--- config.mk ---
export PLATFORM = sky130hd
export DESIGN_NAME = pr_request_dispatcher
export DESIGN_NICKNAME = d
export VERILOG_FILES = /design/src/rtl/pr_request_dispatcher_pkg.sv /design/src/rtl/pr_request_dispatcher_cycle_timer.sv /design/src/rtl/pr_request_dispatcher.sv
export SDC_FILE = /design/constraint.sdc
export NUM_CORES = 1
export LEC_CHECK = 0
export BUFFER_PORTS_ARGS = -buffer_cell sky130_fd_sc_hd__buf_4
export CORE_ASPECT_RATIO = 0.9
export CORE_UTILIZATION = 33
export CTS_CLUSTER_SIZE = 14
export DETAILED_ROUTE_END_ITERATION = 10
export SETUP_SLACK_MARGIN = 0.3
export SYNTH_ARGS = -nofsm -noshare
export SYNTH_HDL_FRONTEND = slang
export SYNTH_SLANG_ARGS = --single-unit
export TNS_END_PERCENT = 30
--- constraint.sdc ---
create_clock -name clk -period 5.3 [get_ports clk]
set_clock_uncertainty 0.15 [all_clocks]
set_input_delay 0.265 -clock clk [delete_from_list [all_inputs] [get_ports clk]]
set_output_delay 0.265 -clock clk [all_outputs]
set_load 0.05 [all_outputs]
--- src/rtl/pr_request_dispatcher_pkg.sv ---
// Shared types for the PR request dispatcher: FSM states, request/completion
// layouts and completion status codes.
package pr_request_dispatcher_pkg;

  typedef enum logic [3:0] {
    ST_IDLE,
    ST_RD_ADDR,
    ST_RD_DATA,
    ST_DECOUPLE,
    ST_REQ,
    ST_WAIT_DONE,
    ST_RECOUPLE,
    ST_WR,
    ST_WR_RESP
  } pr_dispatch_state_t;

  // Request slot is kept at full byte width so out-of-range slots can be detected.
  typedef struct packed {
    logic       valid;
    logic [7:0] accel_id;
    logic [7:0] slot;
  } pr_request_t;

  typedef struct packed {
    logic [7:0] slot;
    logic [7:0] accel_id;
    logic [1:0] status;
  } pr_completion_t;

  localparam logic [1:0] PR_STATUS_OK       = 2'd0;
  localparam logic [1:0] PR_STATUS_ERR      = 2'd1;
  localparam logic [1:0] PR_STATUS_TIMEOUT  = 2'd2;
  localparam logic [1:0] PR_STATUS_BAD_SLOT = 2'd3;

  function automatic logic [31:0] pack_completion(input pr_completion_t c);
    return {8'h00, c.slot, c.accel_id, 6'b000000, c.status};
  endfunction

endpackage

--- src/rtl/pr_request_dispatcher_cycle_timer.sv ---
// Saturating up-counter held at zero while load is high; expired flags the
// last cycle of a LIMIT-cycle window that started when load dropped.
module pr_cycle_timer #(
  parameter int unsigned LIMIT = 4
) (
  input  logic clk,
  input  logic rst,
  input  logic load,
  output logic expired
);

  localparam int unsigned CW = $clog2(LIMIT + 1);

  logic [CW-1:0] count_q;

  always_ff @(posedge clk) begin
    if (rst || load) begin
      count_q <= '0;
    end else if (count_q != CW'(LIMIT)) begin
      count_q <= count_q + 1'b1;
    end
  end

  assign expired = !load && (count_q == CW'(LIMIT - 1));

endmodule

--- src/rtl/pr_request_dispatcher.sv ---
// Pulls one PR request from the core queue, runs decouple / PR / recouple on the
// target slot and writes a completion word back. Define PR_DISPATCH_TIMEOUT_EN to bound the pr_done wait.
module pr_request_dispatcher
  import pr_request_dispatcher_pkg::*;
#(
  parameter int unsigned NUM_SLOTS       = 4,
  parameter int unsigned DECOUPLE_CYCLES = 4,
  parameter int unsigned TIMEOUT_CYCLES  = 65536,
  localparam int unsigned SLOT_W         = $clog2(NUM_SLOTS)
) (
  input  logic                 clk,
  input  logic                 rst,
  input  logic                 pr_request_pending,
  output logic [1:0]           m_axi_awaddr,
  output logic                 m_axi_awvalid,
  input  logic                 m_axi_awready,
  output logic [31:0]          m_axi_wdata,
  output logic                 m_axi_wvalid,
  input  logic                 m_axi_wready,
  input  logic                 m_axi_bvalid,
  output logic                 m_axi_bready,
  output logic [3:0]           m_axi_araddr,
  output logic                 m_axi_arvalid,
  input  logic                 m_axi_arready,
  input  logic [31:0]          m_axi_rdata,
  input  logic                 m_axi_rvalid,
  output logic                 m_axi_rready,
  output logic                 pr_req_valid,
  input  logic                 pr_req_ready,
  output logic [SLOT_W-1:0]    pr_req_slot,
  output logic [7:0]           pr_req_accel_id,
  input  logic                 pr_done,
  input  logic                 pr_error,
  output logic [NUM_SLOTS-1:0] decouple,
  output logic                 busy
);

  localparam logic [NUM_SLOTS-1:0] SLOT_ONE = {{(NUM_SLOTS-1){1'b0}}, 1'b1};

  pr_dispatch_state_t   state_q, state_d;
  pr_completion_t       cpl_q, cpl_d;
  pr_request_t          req_in;
  logic                 arvalid_d, rready_d, awvalid_d, wvalid_d, bready_d, pr_req_valid_d;
  logic [NUM_SLOTS-1:0] decouple_d;
  logic                 settle_expired;
  logic                 rdata_unused;

  assign req_in       = {m_axi_rdata[31], m_axi_rdata[15:8], m_axi_rdata[7:0]};
  assign rdata_unused = ^m_axi_rdata[30:16];

  assign m_axi_awaddr    = 2'b00;
  assign m_axi_araddr    = 4'h0;
  assign m_axi_wdata     = pack_completion(cpl_q);
  assign pr_req_slot     = cpl_q.slot[SLOT_W-1:0];
  assign pr_req_accel_id = cpl_q.accel_id;

  // One settle timer serves both decouple windows; it restarts on each entry.
  pr_cycle_timer #(.LIMIT(DECOUPLE_CYCLES)) u_settle_timer (
    .clk     (clk),
    .rst     (rst),
    .load    ((state_q != ST_DECOUPLE) && (state_q != ST_RECOUPLE)),
    .expired (settle_expired)
  );

`ifdef PR_DISPATCH_TIMEOUT_EN
  logic timeout_expired;

  pr_cycle_timer #(.LIMIT(TIMEOUT_CYCLES)) u_timeout_timer (
    .clk     (clk),
    .rst     (rst),
    .load    (state_q != ST_WAIT_DONE),
    .expired (timeout_expired)
  );
`else
  localparam int unsigned timeout_cycles_unused = TIMEOUT_CYCLES;
`endif

  always_comb begin
    state_d        = state_q;
    cpl_d          = cpl_q;
    arvalid_d      = 1'b0;
    rready_d       = 1'b0;
    awvalid_d      = m_axi_awvalid;
    wvalid_d       = m_axi_wvalid;
    bready_d       = 1'b0;
    pr_req_valid_d = 1'b0;
    decouple_d     = decouple;
    case (state_q)
      ST_IDLE: begin
        if (pr_request_pending) begin
          state_d   = ST_RD_ADDR;
          arvalid_d = 1'b1;
        end
      end
      ST_RD_ADDR: begin
        if (m_axi_arready) begin
          state_d  = ST_RD_DATA;
          rready_d = 1'b1;
        end else begin
          arvalid_d = 1'b1;
        end
      end
      ST_RD_DATA: begin
        if (!m_axi_rvalid) begin
          rready_d = 1'b1;
        end else if (!req_in.valid) begin
          state_d = ST_IDLE;
        end else begin
          cpl_d.accel_id = req_in.accel_id;
          cpl_d.slot     = 8'(req_in.slot[SLOT_W-1:0]);
          // Out-of-range slots skip the PR cycle and report straight back.
          if (req_in.slot >= 8'(NUM_SLOTS)) begin
            cpl_d.status = PR_STATUS_BAD_SLOT;
            state_d      = ST_WR;
            awvalid_d    = 1'b1;
            wvalid_d     = 1'b1;
          end else begin
            cpl_d.status = PR_STATUS_OK;
            state_d      = ST_DECOUPLE;
            decouple_d   = SLOT_ONE << req_in.slot[SLOT_W-1:0];
          end
        end
      end
      ST_DECOUPLE: begin
        if (settle_expired) begin
          state_d        = ST_REQ;
          pr_req_valid_d = 1'b1;
        end
      end
      ST_REQ: begin
        if (pr_req_ready) begin
          state_d = ST_WAIT_DONE;
        end else begin
          pr_req_valid_d = 1'b1;
        end
      end
      ST_WAIT_DONE: begin
        if (pr_done) begin
          cpl_d.status = pr_error ? PR_STATUS_ERR : PR_STATUS_OK;
          state_d      = ST_RECOUPLE;
          decouple_d   = '0;
        end
`ifdef PR_DISPATCH_TIMEOUT_EN
        else if (timeout_expired) begin
          cpl_d.status = PR_STATUS_TIMEOUT;
          state_d      = ST_RECOUPLE;
          decouple_d   = '0;
        end
`endif
      end
      ST_RECOUPLE: begin
        if (settle_expired) begin
          state_d   = ST_WR;
          awvalid_d = 1'b1;
          wvalid_d  = 1'b1;
        end
      end
      ST_WR: begin
        awvalid_d = m_axi_awvalid && !m_axi_awready;
        wvalid_d  = m_axi_wvalid && !m_axi_wready;
        if (!awvalid_d && !wvalid_d) begin
          state_d  = ST_WR_RESP;
          bready_d = 1'b1;
        end
      end
      ST_WR_RESP: begin
        if (m_axi_bvalid) begin
          state_d = ST_IDLE;
        end else begin
          bready_d = 1'b1;
        end
      end
      default: state_d = ST_IDLE;
    endcase
  end

  always_ff @(posedge clk) begin
    if (rst) begin
      state_q       <= ST_IDLE;
      cpl_q         <= '0;
      m_axi_arvalid <= 1'b0;
      m_axi_rready  <= 1'b0;
      m_axi_awvalid <= 1'b0;
      m_axi_wvalid  <= 1'b0;
      m_axi_bready  <= 1'b0;
      pr_req_valid  <= 1'b0;
      decouple      <= '0;
      busy          <= 1'b0;
    end else begin
      state_q       <= state_d;
      cpl_q         <= cpl_d;
      m_axi_arvalid <= arvalid_d;
      m_axi_rready  <= rready_d;
      m_axi_awvalid <= awvalid_d;
      m_axi_wvalid  <= wvalid_d;
      m_axi_bready  <= bready_d;
      pr_req_valid  <= pr_req_valid_d;
      decouple      <= decouple_d;
      busy          <= (state_d != ST_IDLE);
    end
  end

endmodule
== Word level (Yosys, flattened, before mapping) ==
Cells that the tools add are included.
Widths: inputs -> output; s select.

* Output and inout port bits: 59
* Register bits: 30

* $add $sub $neg: 1
* Multiplexer cells: 41
* Reductions and logical operators: 19
* Eq/ne operators: 18
* Order comparisons: 1
* Shift-type cells: 1

{| class="wikitable"
|+ Operator list
! operator !! number
|-
| $mux 4 || 13
|-
| $pmux 4 s9 || 1
|-
| $eq 4x3->1 const B || 4
|-
| $mux 1 || 13
|-
| $ne 2x2->1 const B || 6
|-
| $reduce_and 5->1 || 2
|-
| $eq 4x2->1 const B || 2
|-
| $ge 8x3->1 const B || 1
|-
| $mux 2 || 4
|-
| $pmux 1 s2 || 4
|-
| $pmux 4 s2 || 1
|-
| $mux 3 || 2
|-
| $pmux 1 s3 || 2
|-
| $logic_and 1x1->1 || 5
|-
| $logic_not 1->1 || 5
|-
| $eq 4x1->1 const B || 1
|-
| $eq 4x4->1 const B || 1
|-
| $logic_not 4->1 || 1
|-
| $ne 4x2->1 const B || 1
|-
| $ne 4x3->1 const B || 1
|-
| $pmux 2 s2 || 1
|-
| $reduce_and 4->1 || 1
|-
| $reduce_bool 4->1 || 1
|-
| $shl 1x2->4 const A || 1
|-
| other kinds (7) || 7
|}

== Longest topological paths before layout ==
* Depth in word-level cells: 7
* Gate-level depth with buffers: 7
* Depth with buffers taken out: 7

== Hierarchy ==
A second synthesis with hierarchy kept.

* Cell total of the unflattened synthesis: 208
* Area total of the unflattened synthesis: 1,712.9 um^2

{| class="wikitable"
|+ By module, submodules not included
! module !! cells an instance !! area each (um^2) !! instances
|-
| pr_request_dispatcher || 189 || 1,531.5 || 1
|-
| pr_cycle_timer || 19 || 181.4 || 1
|}

== Least setup slack after synthesis ==
No wires, ideal clock.

* Path kind: register -> register
* Start: register m_axi_wvalid
* End: register busy
* Buffers on the path: 0
* Path slack: 3,415 ps
* Period minus slack after synthesis: 1,885 ps
* Data required time: 5,069 ps
* Arrival: 1,654 ps
* Cell stages (with the launch flop): 6
* Path through: dfxtp_1 -> nor2b_1 -> nor2_1 -> a2111o_1 -> o2111a_1 -> a41oi_1

* Longest elaborated chain between the ends: 6

{| class="wikitable"
|+ Ends and longest elaborated chain
! what !! line !! text
|-
| start: declaration || pr_request_dispatcher.sv:18 || <nowiki>output logic m_axi_wvalid,</nowiki>
|-
| start signal: assignment || pr_request_dispatcher.sv:195 || <nowiki>m_axi_wvalid <= wvalid_d;</nowiki>
|-
| $logic_and 1x1->1 || pr_request_dispatcher.sv:160 || <nowiki>wvalid_d = m_axi_wvalid && !m_axi_wready;</nowiki>
|-
| $logic_not 1->1 || pr_request_dispatcher.sv:161 || <nowiki>if (!awvalid_d && !wvalid_d) begin</nowiki>
|-
| $logic_and 1x1->1 || pr_request_dispatcher.sv:161 ||
|-
| $mux 4 || pr_request_dispatcher.sv:161 ||
|-
| $pmux 4 s9 || pr_request_dispatcher.sv:88 || <nowiki>case (state_q)</nowiki>
|-
| $reduce_bool 4->1 || pr_request_dispatcher.sv:199 || <nowiki>busy <= (state_d != ST_IDLE);</nowiki>
|-
| end signal: assignment || pr_request_dispatcher.sv:199 ||
|-
| end: declaration || pr_request_dispatcher.sv:35 || <nowiki>output logic busy</nowiki>
|}

Every way passes these cells.
A chain may end at the register's enable or synchronous reset.

== Final worst setup path ==
* Start: register state_q[1]
* End: register busy

* Longest elaborated chain between the ends: 7

{| class="wikitable"
|+ Ends and longest elaborated chain
! what !! line !! text
|-
| start: declaration || pr_request_dispatcher.sv:40 || <nowiki>pr_dispatch_state_t state_q, state_d;</nowiki>
|-
| start signal: assignment || pr_request_dispatcher.sv:190 || <nowiki>state_q <= state_d;</nowiki>
|-
| $ne 4x2->1 / $ne 4x3->1 (equally long branches) || pr_request_dispatcher.sv:61 || <nowiki>.load ((state_q != ST_DECOUPLE) && (state_q != ST_RECOUPLE)),</nowiki>
|-
| $logic_and 1x1->1 || pr_request_dispatcher.sv:61 ||
|-
| $logic_not 1->1 || pr_request_dispatcher_cycle_timer.sv:24 || <nowiki>assign expired = !load && (count_q == CW'(LIMIT - 1));</nowiki>
|-
| $logic_and 1x1->1 || pr_request_dispatcher_cycle_timer.sv:24 ||
|-
| $mux 4, on equally long branches || pr_request_dispatcher.sv:152, pr_request_dispatcher.sv:125 ||
|-
| $pmux 4 s9 (*) || pr_request_dispatcher.sv:88 ||
|-
| $reduce_bool 4->1 (*) || pr_request_dispatcher.sv:199 ||
|}

Mark *: on every way between the ends. The rest lies on a longest branch, timed or not.

==> impl_results.html <==
<table>
<tr><th>Metric</th><th>Value</th></tr>
<tr><th colspan="2">Min path</th></tr>
<tr><td>Hold WC Path Type</td><td>primary input to flop</td></tr>
<tr><td>Launch point of the worst hold path</td><td>m_axi_rdata[10]</td></tr>
<tr><th colspan="2">Logic synthesis</th></tr>
<tr><td>Yosys cell types</td><td>39</td></tr>
<tr><td>Main flop type after synthesis</td><td>dfxtp_1</td></tr>
<tr><td>Yosys reg bits</td><td>30</td></tr>
<tr><td>Proportion of synthesized chip area in sequential cells</td><td>0.368</td></tr>
<tr><td>Share of synthesized registers carrying an async set or reset</td><td>0</td></tr>
<tr><td>Post-Synthesis Cell Area</td><td>roughly 1600 sq um</td></tr>
<tr><td>Mean instance size in the synthesized netlist</td><td>8.05 sq um</td></tr>
<tr><td>Cells after synthesis</td><td>a little over 200</td></tr>
<tr><td>Number of warning messages in the yosys log</td><td>0</td></tr>
<tr><td>EDFF count, synth</td><td>0</td></tr>
<tr><th colspan="2">Timing</th></tr>
<tr><td>Crit path time final</td><td>2060 ps</td></tr>
<tr><td>Final hold violations</td><td>0</td></tr>
<tr><td>Final Cycle Share</td><td>0.389</td></tr>
<tr><td>RSZ-0062 raised after global routing</td><td>false</td></tr>
<tr><td>Top achievable clock speed</td><td>around 480 MHz</td></tr>
<tr><td>Setup violation total in the final timing report</td><td>0</td></tr>
<tr><td>Total Neg Setup Slack</td><td>0 ps</td></tr>
<tr><td>Slew Viols, Final</td><td>0</td></tr>
<tr><th colspan="2">Placed design</th></tr>
<tr><td>Number of input and output port buffers inserted</td><td>60</td></tr>
<tr><td>Placed Area</td><td>between 1500 and 2000 sq um</td></tr>
<tr><td>Final RePlAce weighted congestion</td><td>0.820</td></tr>
<tr><td>Detailed placement HPWL</td><td>2580 microns</td></tr>
<tr><th colspan="2">Global route</th></tr>
<tr><td>Met3 usage in global routing</td><td>0.0408</td></tr>
<tr><td>Global-route wire length before repair</td><td>about 5400 microns</td></tr>
<tr><td>Vias in the first global route</td><td>~1200</td></tr>
<tr><td>GR Util met2</td><td>0.233</td></tr>
<tr><td>Global route hottest layer</td><td>met2</td></tr>
<tr><td>Met1 global-route usage</td><td>0.158</td></tr>
<tr><td>Grt total ovfl</td><td>0</td></tr>
<tr><td>Initial antenna violation count</td><td>0</td></tr>
<tr><td>All-Layer GR Usage</td><td>0.137</td></tr>
<tr><td>Maximum number of pins on one net before global-route repair</td><td>26</td></tr>
<tr><th colspan="2">Critical path</th></tr>
<tr><td>Max Fanout on Critical Path</td><td>14</td></tr>
<tr><td>Cells on worst reg2reg path</td><td>4</td></tr>
<tr><td>Launching instance or port of the critical path</td><td>state_q[1]$_SDFF_PP0_</td></tr>
<tr><td>Count of buffering cells on the critical path with inverters included</td><td>0</td></tr>
<tr><td>Cell with the largest stage delay on the worst path</td><td>dfxtp_1</td></tr>
<tr><td>Instance count on the critical path</td><td>4</td></tr>
<tr><td>Highest cell delay on the worst timing path</td><td>570 ps</td></tr>
<tr><td>Required time of the critical path</td><td>approximately 5300 ps</td></tr>
<tr><td>Kind of critical path</td><td>flop to flop</td></tr>
<tr><td>Worst reg2reg startpoint</td><td>state_q[1]$_SDFF_PP0_</td></tr>
<tr><td>Critical Path End Type</td><td>flop</td></tr>
<tr><td>Reg2reg end</td><td>busy$_SDFF_PP0_</td></tr>
<tr><td>Cell-by-cell listing of the critical path</td><td>nor4b_4 -&gt; and2b_1 -&gt; nor3_1 -&gt; a41oi_1</td></tr>
<tr><td>Capture point of the critical path</td><td>busy$_SDFF_PP0_</td></tr>
<tr><td>Crit start category</td><td>flop</td></tr>
<tr><td>Top delay family on crit path</td><td>simple AND/OR/NAND/NOR gates</td></tr>
<tr><td>Reg-to-reg slack, setup</td><td>approximately 3200 ps</td></tr>
<tr><td>Crit path DAT</td><td>between 2000 and 2500 ps</td></tr>
<tr><th colspan="2">Route</th></tr>
<tr><td>Vias per inst</td><td>4.46</td></tr>
<tr><td>Total Wirelength</td><td>between 3000 and 4000 microns</td></tr>
<tr><td>DRC viols</td><td>0</td></tr>
<tr><td>Number of antenna-violating nets in the routed design</td><td>0</td></tr>
<tr><td>Detailed-router iteration count before antenna repair</td><td>4</td></tr>
<tr><td>Via Count</td><td>between 1000 and 1500</td></tr>
<tr><td>1st-iter DRT viols</td><td>between 60 and 70</td></tr>
<tr><td>Routed len/inst</td><td>roughly 11 microns</td></tr>
<tr><th colspan="2">Finish</th></tr>
<tr><td>Final design area excluding fillers</td><td>2040 sq um</td></tr>
<tr><td>Number of fillers in the final layout</td><td>491</td></tr>
<tr><td>Highest-count cells in the layout ignoring fill and taps</td><td>60 x buf_4, 34 x nand2_1, 30 x dfxtp_1</td></tr>
<tr><td>Layout cell share with drive strength beyond 1</td><td>0.275</td></tr>
<tr><td>Area taken by flip-flops and latches</td><td>~600 sq um</td></tr>
<tr><td>Nets</td><td>roughly 300</td></tr>
<tr><td>Multi-input combinational cell area</td><td>roughly 800 sq um</td></tr>
<tr><td>Area growth, synth to finish</td><td>24.7%</td></tr>
<tr><td>Diodes inserted</td><td>0</td></tr>
<tr><td>Core occupancy in the finished layout</td><td>0.443</td></tr>
<tr><td>Most frequent standard cell in the layout excluding fill and tap cells</td><td>buf_4</td></tr>
<tr><th colspan="2">Power</th></tr>
<tr><td>Static power due to leakage</td><td>between 0.8 and 0.9 nW</td></tr>
<tr><td>VDD IR max</td><td>between 100 and 150 uV</td></tr>
<tr><td>Reg power frac</td><td>0.445</td></tr>
<tr><td>Switching part of the total</td><td>0.318</td></tr>
<tr><td>Clock network fraction of design power</td><td>0.342</td></tr>
<tr><td>Net switching power figure</td><td>173 uW</td></tr>
<tr><td>Power density over the cells</td><td>266 nW/um^2</td></tr>
<tr><td>Part of the total power dissipated in combinational logic</td><td>0.214</td></tr>
<tr><td>P_int</td><td>between 300 and 400 uW</td></tr>
<tr><th colspan="2">CTS</th></tr>
<tr><td>Post-CTS Hold Buffers</td><td>0</td></tr>
<tr><td>Post-CTS setup-driven buffer insertion count</td><td>0</td></tr>
<tr><td>TritonCTS sink count</td><td>30</td></tr>
<tr><td>CTS Buf Count</td><td>5</td></tr>
<tr><td>H-tree level count</td><td>2</td></tr>
<tr><td>Largest buffer count on any clock path</td><td>2</td></tr>
<tr><td>Clock root cell</td><td>clkbuf_8</td></tr>
<tr><td>Worst-Skew Late Latency</td><td>around 280 ps</td></tr>
<tr><td>Post-cts gate resize count</td><td>0</td></tr>
<tr><td>Clock tree from TritonCTS</td><td>yes</td></tr>
<tr><td>Clock slew seen by the registers of the worst setup and hold paths</td><td>roughly 60 ps</td></tr>
<tr><th colspan="2">Die</th></tr>
<tr><td>Die extent in y</td><td>a little under 70 microns</td></tr>
<tr><td>Area of the die</td><td>around 5200 sq um</td></tr>
<tr><td>Starting density of the core</td><td>0.355</td></tr>
<tr><td>Placeable core region</td><td>4600 sq um</td></tr>
<tr><td>I/O pins</td><td>a little over 100</td></tr>
<tr><td>Number of rows in the core area</td><td>23</td></tr>
<tr><td>Die X-Extent</td><td>76.2 microns</td></tr>
<tr><th colspan="2">Run</th></tr>
<tr><td>Max-Cap Viols</td><td>0</td></tr>
<tr><th colspan="2">Status</th></tr>
<tr><td>Outcome</td><td>completed</td></tr>
</table>
-- stage by stage --
step	hold WS [ps]	cells	power, mW	worst slack, ps
global route	77.7	313	0.569	3020
detailed placement	298	305	0.362	3240
finish	75.7	313	0.542	3240
CTS	68.3	313	0.550	3200
floorplan	251	228	0.347	3420
global placement	299	305	0.362	3240
-- synthesized netlist by cell type, types with 4 or more instances --
cell	instances	area, sq um
a21oi_1	22	110
buf_2	4	20.0
buf_4	36	270
clkbuf_1	5	18.8
dfxtp_1	30	601
inv_1	4	15.0
nand2_1	34	128
nand2b_1	5	31.3
nand3_1	5	25.0
nor2_1	14	52.6
nor2b_1	6	37.5
nor3_1	4	20.0
-- sequential cells by signal, summed over array words and instances, names as in the netlist --
signal	cells
pr_req_accel_id	8
m_axi_awvalid	1
m_axi_wdata	4
m_axi_wvalid	1
u_settle_timer.count_q	3
m_axi_arvalid	1
m_axi_bready	1
decouple	4
pr_req_valid	1
m_axi_rready	1
busy	1
state_q	4
-- per-layer routing --
layer	vias up	wire (microns)
met2	54	1620
li1	719	-
met3	7	187
met1	616	1600
met4	0	60
met5	-	0
-- final cells by class --
class,count,share of cell area
repair buffers,60,0.221
clock inverters,1,0.00246
flip-flops and latches,30,0.295
multi-input cells,149,0.394
well taps,62,0.0381
inverters,4,0.00737
clock buffers,7,0.0424
-- cells by family (layout without fill, tap and decap cells) --
group	after synthesis	count (layout)	share of synthesized area
other	1	26	0.00229
buffers and inverters	49	72	0.198
AO/OA/AOI/OAI	36	36	0.139
adder cells (fa/ha/maj)	3	3	0.0230
flip-flops	30	30	0.368
multiplexers	3	3	0.0184
AND/OR/NAND/NOR	79	79	0.241
XOR/XNOR	2	2	0.0107
-- worst register-to-register path, cell delays in order (launching register included) --
cell     delay (ps)
dfxtp_1         570
nor4b_4         370
and2b_1         480
nor3_1          150
a41oi_1         250
-- worst min path at each step --
stage                                           end  slack [ps]  cells past startpoint
finish              pr_req_accel_id[2]$_SDFFE_PP0P_          80                      3
global placement        m_axi_wdata[1]$_SDFFE_PP0P_         300                      2
CTS                 pr_req_accel_id[2]$_SDFFE_PP0P_          70                      3
global route        pr_req_accel_id[7]$_SDFFE_PP0P_          80                      3
detailed placement      m_axi_wdata[1]$_SDFFE_PP0P_         300                      2
floorplan              m_axi_wdata[16]$_SDFFE_PP0P_         250                      2
-- power groups by stage --
stage	combinational [mW]	sequential, mW	clock, mW
detailed placement	0.116	0.246	0
global placement	0.116	0.246	0
floorplan	0.0905	0.257	0
global route	0.122	0.242	0.204
finish	0.116	0.241	0.185
CTS	0.116	0.241	0.193
Power figures use the tool's default switching activity.
